## config.mk

```make
export PLATFORM = sky130hd
export DESIGN_NAME = sub_serial
export DESIGN_NICKNAME = d
export VERILOG_FILES = /design/src/rtl/arith_pkg.sv /design/src/rtl/sub_serial_fs.sv /design/src/rtl/sub_serial.sv
export SDC_FILE = /design/constraint.sdc
export NUM_CORES = 1
export LEC_CHECK = 0
export CORE_ASPECT_RATIO = 1.1
export CORE_UTILIZATION = 40
export CTS_BUF_LIST = sky130_fd_sc_hd__clkbuf_2 sky130_fd_sc_hd__clkbuf_4 sky130_fd_sc_hd__clkbuf_8
export DETAILED_ROUTE_END_ITERATION = 12
export HOLD_SLACK_MARGIN = 0.03
export SETUP_SLACK_MARGIN = 0.4
export SLEW_MARGIN = 20
export SYNTH_ARGS = -nofsm -noshare
export SYNTH_HDL_FRONTEND = slang
export SYNTH_SLANG_ARGS = --single-unit
```

## constraint.sdc

```tcl
create_clock -name clk -period 2.2 [get_ports clk]
set_input_delay 0.44 -clock clk [delete_from_list [all_inputs] [get_ports clk]]
set_output_delay 0.44 -clock clk [all_outputs]
set_load 0.1 [all_outputs]
```

## src/rtl/arith_pkg.sv

```systemverilog
// Shared arithmetic-library definitions: default operand width, serial FSM
// state encoding and a constant-evaluable ceil(log2) helper.
package arith_pkg;

  localparam int WIDTH = 32;

  typedef enum logic [1:0] {
    IDLE = 2'd0,
    RUN  = 2'd1,
    DONE = 2'd2
  } state_e;

  function automatic int clog2(input int value);
    int result;
    int rem;
    result = 0;
    rem    = value - 1;
    while (rem > 0) begin
      result = result + 1;
      rem    = rem >> 1;
    end
    return result;
  endfunction

endpackage

```

## src/rtl/sub_serial_fs.sv

```systemverilog
// One-bit full subtractor cell: diff = x - y - br_in, gate-level form that
// mirrors the full-adder cell of the ripple-carry adder.
module fs (
  input  logic x,
  input  logic y,
  input  logic br_in,
  output logic diff,
  output logic br_out
);

  logic x_xor_y;

  assign x_xor_y = x ^ y;
  assign diff    = x_xor_y ^ br_in;
  assign br_out  = (~x & y) | (~x_xor_y & br_in);

endmodule

```

## src/rtl/sub_serial.sv

```systemverilog
// Bit-serial two's-complement subtractor d = a - b - bi, LSB first, one bit
// per clock through a single full-subtractor cell and one borrow flop.
module sub_serial #(
  parameter int WIDTH = arith_pkg::WIDTH
) (
  input  logic             clk,
  input  logic             rst_n,
  input  logic             start,
  input  logic [WIDTH-1:0] a,
  input  logic [WIDTH-1:0] b,
  input  logic             bi,
  output logic             busy,
  output logic             done,
  output logic [WIDTH-1:0] d,
  output logic             bo,
  output logic             ovf,
  output logic             zero
);

  import arith_pkg::*;

  localparam int CW = (clog2(WIDTH) < 1) ? 1 : clog2(WIDTH);
  localparam int DW = WIDTH - 1;

  state_e           state_q, state_d;
  logic [WIDTH-1:0] a_sh_q, a_sh_d;
  logic [WIDTH-1:0] b_sh_q, b_sh_d;
  // Holds the WIDTH-1 most recent difference bits; the final bit is merged
  // straight into the output register on the last RUN cycle.
  logic [DW-1:0]    dsh_q, dsh_d;
  logic             br_q, br_d;
  logic [CW-1:0]    cnt_q, cnt_d;
  logic             a_msb_q, a_msb_d;
  logic             b_msb_q, b_msb_d;
  logic [WIDTH-1:0] d_q, d_d;
  logic             bo_q, bo_d;
  logic             ovf_q, ovf_d;
  logic             zero_q, zero_d;

  logic             cell_diff;
  logic             cell_br;
  logic [WIDTH-1:0] d_fin;
  logic             last_bit;

  fs u_fs (
    .x      (a_sh_q[0]),
    .y      (b_sh_q[0]),
    .br_in  (br_q),
    .diff   (cell_diff),
    .br_out (cell_br)
  );

  assign d_fin    = {cell_diff, dsh_q};
  assign last_bit = (cnt_q == CW'(WIDTH - 1));

  always_comb begin
    state_d = state_q;
    a_sh_d  = a_sh_q;
    b_sh_d  = b_sh_q;
    dsh_d   = dsh_q;
    br_d    = br_q;
    cnt_d   = cnt_q;
    a_msb_d = a_msb_q;
    b_msb_d = b_msb_q;
    d_d     = d_q;
    bo_d    = bo_q;
    ovf_d   = ovf_q;
    zero_d  = zero_q;

    unique case (state_q)
      IDLE: begin
        if (start) begin
          state_d = RUN;
          a_sh_d  = a;
          b_sh_d  = b;
          br_d    = bi;
          cnt_d   = '0;
          a_msb_d = a[WIDTH-1];
          b_msb_d = b[WIDTH-1];
        end
      end
      RUN: begin
        a_sh_d = {1'b0, a_sh_q[WIDTH-1:1]};
        b_sh_d = {1'b0, b_sh_q[WIDTH-1:1]};
        dsh_d  = DW'({cell_diff, dsh_q} >> 1);
        br_d   = cell_br;
        if (last_bit) begin
          state_d = DONE;
          cnt_d   = '0;
          d_d     = d_fin;
          bo_d    = cell_br;
          ovf_d   = (a_msb_q ^ b_msb_q) & (cell_diff ^ a_msb_q);
          zero_d  = (d_fin == '0);
        end else begin
          cnt_d = cnt_q + CW'(1);
        end
      end
      DONE: begin
        state_d = IDLE;
      end
      default: begin
        state_d = IDLE;
      end
    endcase
  end

  always_ff @(posedge clk or negedge rst_n) begin
    if (!rst_n) begin
      state_q <= IDLE;
      a_sh_q  <= '0;
      b_sh_q  <= '0;
      dsh_q   <= '0;
      br_q    <= 1'b0;
      cnt_q   <= '0;
      a_msb_q <= 1'b0;
      b_msb_q <= 1'b0;
      d_q     <= '0;
      bo_q    <= 1'b0;
      ovf_q   <= 1'b0;
      zero_q  <= 1'b0;
    end else begin
      state_q <= state_d;
      a_sh_q  <= a_sh_d;
      b_sh_q  <= b_sh_d;
      dsh_q   <= dsh_d;
      br_q    <= br_d;
      cnt_q   <= cnt_d;
      a_msb_q <= a_msb_d;
      b_msb_q <= b_msb_d;
      d_q     <= d_d;
      bo_q    <= bo_d;
      ovf_q   <= ovf_d;
      zero_q  <= zero_d;
    end
  end

  assign busy = (state_q != IDLE);
  assign done = (state_q == DONE);
  assign d    = d_q;
  assign bo   = bo_q;
  assign ovf  = ovf_q;
  assign zero = zero_q;

endmodule
```

==> impl_metrics.env <==
export IMPL_outcome="completed"
export IMPL_avgSynthCellArea_um2=11.2
export IMPL_final_max_slew_viol_count=0
export IMPL_drtIter0Drc=265
export IMPL_ctsHtreeMaxLevel=4
export IMPL_rsz0062_at_grt="yes"
export IMPL_yosysSeqAreaShare_pct=57.9
export IMPL_synth_area_leaders="dfrtp_1, mux2i_1, nand2_1"
export IMPL_antenna_found_initial=0
export IMPL_area_growth_pct=31.9
export IMPL_final_nets=733
export IMPL_synth_cell_types=38
export IMPL_initial_core_util_pct=41.4
export IMPL_fill_cells=1245
export IMPL_drt_pass1_iterations=4
export IMPL_fin_skew_ps=8.27
export IMPL_slowest_stage="dfrtp_1"
export IMPL_die_width_um=119
export IMPL_layout_drive_gt1_share_pct=21.5
export IMPL_totalWireLength_um=13200
export IMPL_antenna_left=0
export IMPL_clkPwrFrac_pct=18.6
export IMPL_synth_ff_type="dfrtp_1"
export IMPL_cts_sink_count=140
export IMPL_routedWlPerCell_um=15.2
export IMPL_netlist_instances=540
export IMPL_worstMarginPinSlew_ps=506
export IMPL_intPower_w=0.00611
export IMPL_gr_usage_all_layers_pct=18.1
export IMPL_grt_pass1_vias=4261
export IMPL_synth_edf_count=0
export IMPL_drcViolationCount=0
export IMPL_grt_first_pass_wirelength_um=21800
export IMPL_cap_violations=0
export IMPL_share_seq_of_total_power_pct=39.6
export IMPL_synth_seq_cells=140
export IMPL_seqCellArea_um2=3510
export IMPL_core_area_um2=14600
export IMPL_p_leak_nw=3.68
export IMPL_cts_root_buf="clkbuf_8"
export IMPL_async_flop_share_pct=100
export IMPL_p_comb_share_pct=41.9
export IMPL_synth_fp_nets=611
export IMPL_max_freq_ghz=0.535
export IMPL_pwr_density_cell_nw_per_um2=1330
export IMPL_rr_startpoint="cnt_q[1]$_DFFE_PN0P_"
export IMPL_yosysWarnings=0
export IMPL_yosysTopAreaCell="dfrtp_1"
export IMPL_rows=46
export IMPL_startpoint="cnt_q[1]$_DFFE_PN0P_"
export IMPL_cts_tree="done"
export IMPL_hp_start="a_sh_q[19]$_DFFE_PN0P_"
export IMPL_synth_top_area_share_pct=57.9
export IMPL_synth_area_um2=6050
export IMPL_hpwl_um=8180
export IMPL_dieArea_um2=15600
export IMPL_worstPathCellList="ha_2 > and3_4 > ha_4 > nand3b_1 > buf_12 > bufbuf_16 > mux2_2"
export IMPL_multi_input_area_um2=2360
export IMPL_path_max_fanout=7
export IMPL_viasPerCell=4.88
export IMPL_max_stage_delay_ps=410
export IMPL_diodes=0
export IMPL_post_route_period_util_pct=85.0
export IMPL_insertion_delay_ps=440
export IMPL_clock_path_buffers=2
export IMPL_worst_setup_path_type="reg -> reg"
export IMPL_clkTransAtPathRegs_ps=80
export IMPL_hold_path_class="reg -> reg"
export IMPL_endpoint_kind="flip-flop"
export IMPL_switching_power_w=0.00451
export IMPL_finalHoldViolCount=0
export IMPL_dr_total_vias=4230
export IMPL_critPathLaunchType="flip-flop"
export IMPL_portBuffers=104
export IMPL_hold_ws_ps=484
export IMPL_die_y_um=131
export IMPL_ir_drop_mv=0.929
export IMPL_grt_overflow=0
export IMPL_io_pin_count=105
export IMPL_grt_max_degree=52
export IMPL_fin_crit_ps=1870
export IMPL_max_slew_margin_rel_pct=66.2
export IMPL_worstPathRequired_ps=2520
export IMPL_cts_buffers=17
export IMPL_arrival_ps=2200
export IMPL_setup_tns_ps=0
export IMPL_setup_viol=0
export IMPL_gp_congestion=0.727
export IMPL_switching_share_pct=42.4
[state kept, by name, summed over array words and instances, names as in the netlist]
name	cells
b_sh_q	32
br_q	1
a_sh_q	32
zero	1
ovf	1
b_msb_q	1
a_msb_q	1
state_q	2
cnt_q	5
bo	1
dsh_q	31
d	32
[cells in the mapped netlist, types with 2 or more instances]
cell type	count
ha_1	2
mux2_4	3
nor4_1	8
a22o_1	2
buf_6	6
clkbuf_1	7
buf_4	2
nand4_1	2
nor2b_1	2
mux2_2	30
inv_1	3
nand2_1	164
buf_2	11
mux2i_1	62
o21ai_0	6
buf_12	6
nand2b_1	3
o21ai_1	62
dfrtp_1	140
[cell type report]
class | count | area share [%]
Clock buffer | 22 | 3.64
Clock inverter | 10 | 1.13
Inverter | 3 | 0.141
Multi-Input combinational cell | 364 | 29.5
Sequential cell | 140 | 43.9
Tap cell | 192 | 3.01
Timing Repair Buffer | 136 | 18.6
[cell families (layout without fill, tap and decap cells)]
logic type	after synthesis	after routing	synth area share (%)
flops	140	140	57.9
compound gates	76	76	6.66
buf+inv	36	171	4.96
simple gates	188	188	12.8
xor+xnor	1	1	0.145
mux	96	96	16.8
fa+ha+maj	3	3	0.744
[final timing paths]
kind,endpoint,slack (ps),depth (start not counted)
min,a_sh_q[18]$_DFFE_PN0P_,480,2
max in group asynchronous,state_q[0]$_DFFE_PN0P_,1040,3
max reg2reg,d[18]$_DFFE_PN0P_,330,7
min in group asynchronous,a_sh_q[16]$_DFFE_PN0P_,490,2
min reg2reg,a_sh_q[18]$_DFFE_PN0P_,480,2
max,d[18]$_DFFE_PN0P_,330,7
[layer usage]
layer | track usage, % | up-vias | wire (µm)
met3 | 4.77 | 17 | 704
li1 | - | 2067 | -
met4 | 7.59 | 0 | 187
met5 | 0 | - | 0
met2 | 28.0 | 87 | 6020
met1 | 24.2 | 2059 | 6270
[stage by stage]
step | utilization, % | instance area, µm² | total power, W | std cells | setup slack [ps]
final | 54.6 | 7980 | 0.0106 | 867 | 329
after global routing | 54.6 | 7980 | 0.0113 | 867 | 276
after CTS | 54.1 | 7910 | 0.0107 | 864 | 349
after detailed placement | 49.5 | 7230 | 0.00844 | 817 | 162
after global placement | 49.5 | 7230 | 0.00833 | 817 | 216
after floorplan | - | 6050 | 0.00735 | 540 | 438
[critical path, delay by kind of cell (launching register included)]
| family | cells | cell delay, ps |
|---|---|---|
| and+or+nand+nor | 2 | 310 |
| adders and majority gates | 2 | 330 |
| buffers and inverters | 2 | 390 |
| muxes | 1 | 320 |
| DFF | 1 | 410 |
[cells in the final DEF (no fill, tap or decap), types with 2 or more instances in the layout]
| cell | n |
|---|---|
| mux2i_1 | 62 |
| clkinv_2 | 4 |
| a22o_1 | 2 |
| clkbuf_8 | 20 |
| mux2_4 | 19 |
| nor4_1 | 7 |
| inv_1 | 3 |
| dfrtp_1 | 138 |
| o21ai_1 | 64 |
| buf_6 | 2 |
| nand4_1 | 2 |
| buf_4 | 47 |
| clkinvlp_4 | 3 |
| nand2b_1 | 3 |
| nand2_1 | 164 |
| dfrtp_2 | 2 |
| buf_12 | 15 |
| o21ai_0 | 4 |
| mux2_2 | 14 |
| clkbuf_4 | 2 |
| clkdlybuf4s50_1 | 66 |
| buf_16 | 3 |
[power groups by stage]
| stage | combinational, W | sequential [W] | clock, W |
|---|---|---|---|
| 6_report | 0.00444 | 0.00420 | 0.00197 |
| 5_1_grt | 0.00485 | 0.00433 | 0.00214 |
| 4_1_cts | 0.00443 | 0.00419 | 0.00204 |
| 3_5_place_dp | 0.00423 | 0.00421 | 0 |
| 3_3_place_gp | 0.00414 | 0.00419 | 0 |
| 2_1_floorplan | 0.00199 | 0.00536 | 0 |
[repair_timing]
item,4_1_cts,5_1_grt
pin swaps,1,3
gates resized for setup,20,12
endpoints found under the hold margin,45,0
setup buffers,11,2
endpoints found under the setup margin,36,38
cloned,3,1
hold buffers,1,0
No activity file was read; power rests on OpenSTA's default activity.
